`src/rtl/mmio_timer.sv`:
```
// Memory-mapped countdown timer with one-shot / auto-reload modes and a
// level interrupt (one-shot) or single-cycle pulse (auto-reload).
module mmio_timer (
  input  logic        clk,
  input  logic        reset,
  input  logic [31:0] addr,
  input  logic [31:0] wdata,
  input  logic [3:0]  byteen,
  input  logic        sel,
  output logic [31:0] rdata,
  output logic        irq
);

  typedef enum logic [1:0] {StIdle, StLoad, StCnt, StInt} state_e;

  state_e      state_q;
  logic        en_q;
  logic [1:0]  mode_q;
  logic        im_q;
  logic        pend_q;
  logic [31:0] preset_q;
  logic [31:0] preset_d;
  logic [31:0] count_q;

  logic wr_any;
  logic wr_ctrl;
  logic wr_preset;
  logic auto_reload;

  // Only addr[3:2] selects a register; the rest of the address is ignored.
  logic unused_addr;
  assign unused_addr = ^{addr[31:4], addr[1:0]};

  assign wr_any      = sel & (|byteen);
  assign wr_ctrl     = wr_any & (addr[3:2] == 2'd0);
  assign wr_preset   = wr_any & (addr[3:2] == 2'd1);
  // Modes 10/11 fall back to one-shot.
  assign auto_reload = (mode_q == 2'b01);

  // Byte-merged next value of PRESET.
  always_comb begin
    preset_d = preset_q;
    for (int k = 0; k < 4; k++) begin
      if (wr_preset && byteen[k]) begin
        preset_d[8*k +: 8] = wdata[8*k +: 8];
      end
    end
  end

  // Timer FSM and register file; CPU CTRL writes are applied last so they win.
  always_ff @(posedge clk) begin
    if (!reset) begin
      state_q  <= StIdle;
      en_q     <= 1'b0;
      mode_q   <= 2'b00;
      im_q     <= 1'b0;
      pend_q   <= 1'b0;
      preset_q <= '0;
      count_q  <= '0;
    end else begin
      preset_q <= preset_d;
      case (state_q)
        StIdle: begin
          if (en_q) begin
            state_q <= StLoad;
          end
        end
        StLoad: begin
          count_q <= preset_q;
          state_q <= StCnt;
        end
        StCnt: begin
          if (!en_q) begin
            state_q <= StIdle;
          end else if (count_q <= 32'd1) begin
            count_q <= '0;
            state_q <= StInt;
          end else begin
            count_q <= count_q - 32'd1;
          end
        end
        StInt: begin
          if (auto_reload) begin
            state_q <= StLoad;
          end else begin
            en_q    <= 1'b0;
            pend_q  <= 1'b1;
            state_q <= StIdle;
          end
        end
        default: state_q <= StIdle;
      endcase
      if (wr_ctrl) begin
        pend_q <= 1'b0;
        if (byteen[0]) begin
          en_q   <= wdata[0];
          mode_q <= wdata[2:1];
          im_q   <= wdata[3];
        end
      end
    end
  end

  // Zero-latency read mux.
  always_comb begin
    rdata = '0;
    if (sel) begin
      case (addr[3:2])
        2'd0:    rdata = {28'd0, im_q, mode_q, en_q};
        2'd1:    rdata = preset_q;
        2'd2:    rdata = count_q;
        default: rdata = '0;
      endcase
    end
  end

  assign irq = im_q & (pend_q | ((state_q == StInt) & auto_reload));

endmodule

```
`config.mk`:
```
export PLATFORM = sky130hd
export DESIGN_NAME = mmio_timer
export DESIGN_NICKNAME = d
export VERILOG_FILES = /design/src/rtl/mmio_timer.sv
export SDC_FILE = /design/constraint.sdc
export NUM_CORES = 1
export LEC_CHECK = 0
export ABC_AREA = 1
export CAP_MARGIN = 20
export CORE_ASPECT_RATIO = 1.4
export CORE_MARGIN = 4
export CORE_UTILIZATION = 50
export CTS_CLUSTER_DIAMETER = 100
export DETAILED_ROUTE_END_ITERATION = 8
export PLACE_DENSITY = 0.81
export SYNTH_ARGS = -nofsm -noshare
export SYNTH_HDL_FRONTEND = slang
export SYNTH_SLANG_ARGS = --single-unit
export TNS_END_PERCENT = 10
```
`constraint.sdc`:
```
create_clock -name clk -period 4.3 [get_ports clk]
set_input_delay 1.075 -clock clk [delete_from_list [all_inputs] [get_ports clk]]
set_output_delay 1.075 -clock clk [all_outputs]
set_load 0.005 [all_outputs]
```
Yosys cells after proc, flatten, opt, wreduce, memory -nomap -nowiden
Cells that the tools add are included.

Reductions and logical operators: 13. $add $sub $neg: 1. Equal/unequal tests: 9. Multiplexer cells: 14. Order comparisons: 1. Bitwise logic cells: 8.

Operators with widths (count): 32-bit 2-to-1 mux (3); 32-bit one-hot mux with 3 select lines (1); 32-bit one-hot mux with 2 select lines (1); 32-bit by 1-bit <= comparator with 1-bit output, second input constant (1); 32-bit by 1-bit subtractor with 32-bit output, second input constant (1); 2-bit one-hot mux with 4 select lines (1); 2-bit AND reduction (4); 2-bit by 1-bit == test with 1-bit output, second input constant (3); 2-bit == test, second input constant (3); 2-bit 2-to-1 mux (3); 1-bit AND (5); 1-bit 2-to-1 mux (5); 1-bit logical AND (4); 2-bit zero test (2); 2-bit != test, second input constant (2); 4-bit OR reduction (1); 3-bit != test, second input constant (1); 1-bit NOT (2); 2-bit nonzero test (1); 2-bit OR reduction (1); 1-bit OR (1).

Output and inout port bits: 33. Register bits: 71. Input bits: 71. Logic and storage cells: 56.

Logic depth before layout (Yosys ltp)
Gate-level depths: netlist (run 1).

Depth after elaboration: 5. Depth in mapped cells: 14.

Worst setup path after synthesis (run 1)
Ideal clock, no wire load.

Path kind: input to output. Start point: input addr[2]. End point: output rdata[11]. Data arrival time: 1.993 ns. Stages: 6. Path buffers: 2. Path slack: 1.232 ns. Cell sequence: inv_1 nor2_1 clkbuf_1 clkbuf_1 nand2_1 a21oi_1.

Cells in the longest elaborated chain, start to end: 3.

RTL lines: from (decl) (line 6) `input logic [31:0] addr,`; 2-bit == test, or another cell as far along (line 108) `case (addr[3:2])`; 32-bit one-hot mux with 3 select lines (*) (line 108); 32-bit 2-to-1 mux (*) (line 107) `if (sel) begin`; to (decl) (line 10) `output logic [31:0] rdata,`.

Mark *: on every way between the ends. The rest lies on a longest branch, timed or not.

Worst setup path after layout (run 1)
Start point: input addr[2]. End point: output rdata[16].

Same word-level chain as after synthesis.

==> results of run 1 <==
==> through the flow <==
stage | util, % | setup WS, ns | power, mW | std cells | hold WS [ns]
6_report | 65.3 | 0.375 | 1.73 | 870 | 0.470
5_1_grt | 65.3 | 0.255 | 1.80 | 870 | 0.500
4_1_cts | 65.3 | 0.392 | 1.74 | 870 | 0.469
3_5_place_dp | 61.5 | 0.408 | 0.972 | 854 | 0.461
3_3_place_gp | 61.5 | 0.365 | 0.966 | 854 | 0.460
2_1_floorplan | - | 1.23 | 0.873 | 700 | 0.439
==> path summary, 6_finish.rpt <==
kind	endpoint	startpoint	slack [ns]	cells past startpoint
min	preset_q[8]	preset_q[8]	0.47	2
min reg2reg	preset_q[8]	preset_q[8]	0.47	2
max reg2reg	count_q[21]	count_q[0]	2.09	11
max	rdata[16]	addr[2]	0.38	7
==> final cells by class <==
class | count | area (um2)
Fill cell | 746 | 2860
Clock inverter | 5 | 56.3
Multi-Input combinational cell | 546 | 2520
Clock buffer | 11 | 253
Inverter | 51 | 191
Timing Repair Buffer | 84 | 813
Tap cell | 102 | 128
Sequential cell | 71 | 1420
==> kinds of logic (layout without fill, tap and decap cells) <==
kind of cell / Yosys count / after routing
buffers and inverters: 83 / 151
DFF: 71 / 71
AOI/OAI and AO/OA: 154 / 154
and+or+nand+nor: 373 / 373
adders and majority gates: 2 / 2
xor gates and xnor gates: 17 / 17
==> power groups by stage <==
stage               clock network, mW  registers [mW]  logic [mW]
finish                          0.770           0.685       0.279
global route                    0.803           0.686       0.308
CTS                             0.776           0.684       0.276
detailed placement                  0           0.699       0.274
global placement                    0           0.698       0.269
floorplan                           0           0.694       0.180
==> cells in the final DEF, fill, tap and decap left out, types with 3 or more instances in the layout <==
cell type          n
xor2_1            10
inv_1             48
nor2_1            68
nand4_1            5
nand2_1          243
buf_4             11
nand2_2            4
clkdlybuf4s50_1   73
o21ai_2            3
nand3_1           39
clkbuf_16          9
nor2_2             8
a21oi_1           95
o21bai_1           4
inv_2              3
o21ai_0           33
xnor2_1            7
o22ai_1           13
dfxtp_1           71
==> critical path: cells and delay by family <==
family                 cells  cell delay (ns)
and+or+nand+nor            2             0.20
AOI/OAI and AO/OA          1             0.22
buffers and inverters      4             1.36
==> per-layer routing <==
| layer | track usage [%] | vias up |
|---|---|---|
| met5 | 0 | - |
| met4 | 16.6 | 0 |
| met3 | 4.48 | 50 |
| met2 | 47.1 | 198 |
| met1 | 31.2 | 2149 |
| li1 | - | 2387 |
==> registers in the layout, summed over array words and instances (netlist names) <==
name	count
count_q	32
en_q	1
im_q	1
mode_q	2
pend_q	1
preset_q	32
state_q	2
==> out/results.ini, run 1 <==
[critical_path]
path_class=in2out
slowest_delay_ns=0.55
cp_cell_sequence=clkdlybuf4s50_1, inv_1, nor2_2, buf_4, nand2_1, a21oi_1, clkdlybuf4s50_1
worstSetupEndpointType=output pin
cp_max_fo=14
path_common_cell=clkdlybuf4s50_1
crit_required_ns=3.22
startpoint_type=input pin
cpMaxStageDelayCell=clkdlybuf4s50_1
cp.arrival_ns=2.85

[floorplanning]
die_y_um=118
die_width_um=86.2
dieArea_um2=10100
io_pins=104
start_util_pct=52.0
core-area_um2=8250
num_rows=39

[clock_network]
numCtsBuffers=9
cts_sinks=71
ctsHoldBuffers=0
cts_setup_buffers=0
cts_root_buffer=clkbuf_16
clkTransAtPathRegs_ns=0.06
clockBufferDepth=2
clkLatencyLatePin_ns=0.34
cts_resized=0
cts_tree=yes
htree_num_levels=3

[global_route]
grt_pass1_wl_um=22200
antenna_found_initial=0
grt_pass1_vias=4726
grt_max_degree=35
groute.usage.overall_pct=27.5
grt-ovfl-total=0

[timing]
rsz0062_at_grt=false
fmax_mhz=255
worst_slew_pin_slew_ns=0.653
setup_viol=0
finalMaxSlewViolations=0
relSlewSlack_pct=56.4
hold_viol_final=0
setup_tns_ns=0
fin_crit_ns=3.92
post-route-period-util_pct=91.3
clock_skew_ns=0.00568

[logic_synthesis]
synth_enable_flop_cells=0
syn_inst=700
yosysMostFrequentCell=nand2_1
yosys_warnings=0
synthAdderAreaFrac_pct=0.584
synth_top_family_by_area=simple AND/OR/NAND/NOR gates
synth_compound_area_share_pct=19.1
synth_cell_types=30
synthXorXnorAreaFrac_pct=3.47
yosysTopAreaCell=dfxtp_1
synth-async-reset-ratio_pct=0
synth_top_cells_by_count=nand2_1, a21oi_1, dfxtp_1
synth_area_leaders=dfxtp_1, nand2_1, a21oi_1
yosys.area.top_type_share_pct=33.2
synth_seq_cells=71
seq_area_frac_synth_pct=33.2
synth-main-ff-cell=dfxtp_1
syn_nets=773
synthSimpleGateAreaFrac_pct=35.5
syn_area_per_cell_um2=6.12
syn_area_um2=4290
synth_mux_area_share_pct=0

[detailed_routing]
drtPass1Iterations=6
ant_nets=0
vias=4784
m1WireLength_um=5400
via_per_inst=5.50
wl_per_cell_um=15.6
drc_errors=0
met2WireLength_um=6630
top_layer=met4
drt_wl_total_um=13600
drt_first_iter_violations=321
wl_met3_um=743

[pwr]
p_per_area_nw_per_um2=322
peakVddDrop_uv=245
intPower_mw=1.26
pwr-share-comb_pct=16.1
p_seq_share_pct=39.5
power.net_switching_uw=476
leakage_nw=2.21
p_sw_share_pct=27.4
clockPowerShare_pct=44.4

[run]
cap_violations=0

[place]
placed_area_um2=5070
place.port_buffers=73
place.gp.congestion=0.948
dp_hpwl_um=9850

[final_layout]
fin_area_um2=5380
diodes=0
layout.nets=836
areaGrowthSynthToFinish_pct=25.6
drive_gt1_share_pct=6.64

[status]
status=finished clean

[hold_path]
min_path_type=reg2reg

No activity file was read; power rests on OpenSTA's default activity.
==> run 2: changes to the inputs <==
Settings changed: CTS_CLUSTER_DIAMETER 100 to not set.
==> results of run 2 <==
The final DEF is identical to that of run 1; final timing and power are the same.
==> run 3: changes to the inputs <==
Settings changed: CORE_UTILIZATION 50 to 54, PLACE_DENSITY 0.81 to 0.86.
==> out/results.ini, run 3 (synthesis gave the netlist of run 1 again) <==
[timing]
fmax_mhz=250
clock_skew_ns=0.0105
setup_viol=0
hold_viol_final=0
worst_slew_pin_slew_ns=0.696
setup_tns_ns=0
relSlewSlack_pct=53.5
finalMaxSlewViolations=0
fin_crit_ns=3.99
rsz0062_at_grt=false
post-route-period-util_pct=92.9

[detailed_routing]
drtPass1Iterations=5
wl_per_cell_um=15.0
vias=4781
drc_errors=0
drt_first_iter_violations=361
ant_nets=0
via_per_inst=5.51
drt_wl_total_um=13000

[critical_path]
crit_required_ns=3.22
path_class=in2out
r2r_slack_ns=2.15
worst_r2r_path_depth=11
r2r_start=count_q[1]
cp_max_fo=14
r2r_end=count_q[21]
cp.arrival_ns=2.92
startpoint_type=input pin
worstSetupEndpointType=output pin

[global_route]
groute.usage.overall_pct=27.9
grt_pass1_vias=4544
grt-ovfl-total=0
antenna_found_initial=0
grt_max_degree=35
grt_pass1_wl_um=21300

[hold_path]
hp-start=preset_q[4]
hold_depth=2
min_path_type=reg2reg
min_to=preset_q[4]

[place]
place.gp.congestion=0.978
place.port_buffers=73
placedCellCount=852
dp_hpwl_um=9600

[final_layout]
fin_cells=867
layout_common_cells=nand2_1, a21oi_1, clkdlybuf4s50_1, dfxtp_1, nor2_1
areaGrowthSynthToFinish_pct=22.9
drive_gt1_share_pct=6.39
layout.nets=836
final_common_cell=nand2_1
diodes=0
num-fill-cells=699
top_regs=count_q x32, preset_q x32

[status]
status=finished clean

[clock_network]
ctsHoldBuffers=0
cts_setup_buffers=0
clockBufferDepth=2
clkTransAtPathRegs_ns=0.08
cts_sinks=71
cts_root_buffer=clkbuf_8
cts_resized=0
clkLatencyLatePin_ns=0.37
numCtsBuffers=9
cts_tree=yes
htree_num_levels=3

[floorplanning]
io_pins=104
die_y_um=113
core-area_um2=7750
num_rows=38
start_util_pct=55.3
die_width_um=83.3
dieArea_um2=9450

[pwr]
power_mw=1.51
leakage_nw=2.15
p_per_area_nw_per_um2=287
peakVddDrop_uv=237

[run]
cap_violations=0

## run 3: changes by cell type in the layout (fill, tap and decap cells not counted)
cell and delta:
clkbuf_16 -9, clkinv_2 -1, clkinv_4 -1, clkbuf_8 +9
clkbuf_1 +1
## run 3: where the power goes
part / total (mW) / leakage, nW / switching, mW / internal [mW]
combinational: 0.278 / 1.48 / 0.170 / 0.107
clock: 0.554 / 0.0985 / 0.259 / 0.296
sequential: 0.682 / 0.574 / 0.0121 / 0.670
## run 3: worst max-delay path by stage
stage                        from   endpoint  slack, ns  cells past startpoint
final                     addr[3]   rdata[1]       0.31                      9
after global routing      addr[3]   rdata[0]       0.20                      9
after CTS                 addr[3]   rdata[0]       0.31                      9
after detailed placement  addr[3]   rdata[1]       0.32                      9
after global placement    addr[3]   rdata[1]       0.38                      9
after floorplan           addr[2]  rdata[11]       1.23                      6
## run 3: per-layer routing
metal / up-vias / wire, um / track usage [%]
met4: 0 / 448 / 14.1
met1: 2195 / 5360 / 32.2
met5: - / 0 / 0
li1: 2384 / - / -
met3: 35 / 779 / 5.20
met2: 167 / 6440 / 49.1
## run 3: cell type report
class                   count  area [um2]  area share [%]
clock buffers              12         155            2.94
clock inverters             3        42.5           0.807
inverters                  51         191            3.63
multi-input cells         546        2520            47.8
flip-flops and latches     71        1420            27.0
well taps                 100         125            2.37
repair buffers             84         813            15.4
## run 3: per-stage QoR
| stage | area [um2] | hold slack (ns) | worst slack [ns] | util (%) |
|---|---|---|---|---|
| floorplan | 4290 | 0.439 | 1.23 | - |
| global placement | 5070 | 0.464 | 0.378 | 65.4 |
| detailed placement | 5070 | 0.468 | 0.320 | 65.4 |
| CTS | 5270 | 0.478 | 0.308 | 68.0 |
| global route | 5270 | 0.506 | 0.202 | 68.0 |
| finish | 5270 | 0.478 | 0.306 | 68.0 |
## run 3: worst max-delay path: stages
cell             delay [ns]
clkdlybuf4s50_1        0.52
inv_1                  0.06
nor2_2                 0.11
buf_4                  0.25
inv_1                  0.12
nor2_1                 0.09
o21ai_0                0.12
inv_1                  0.08
clkdlybuf4s50_1        0.49
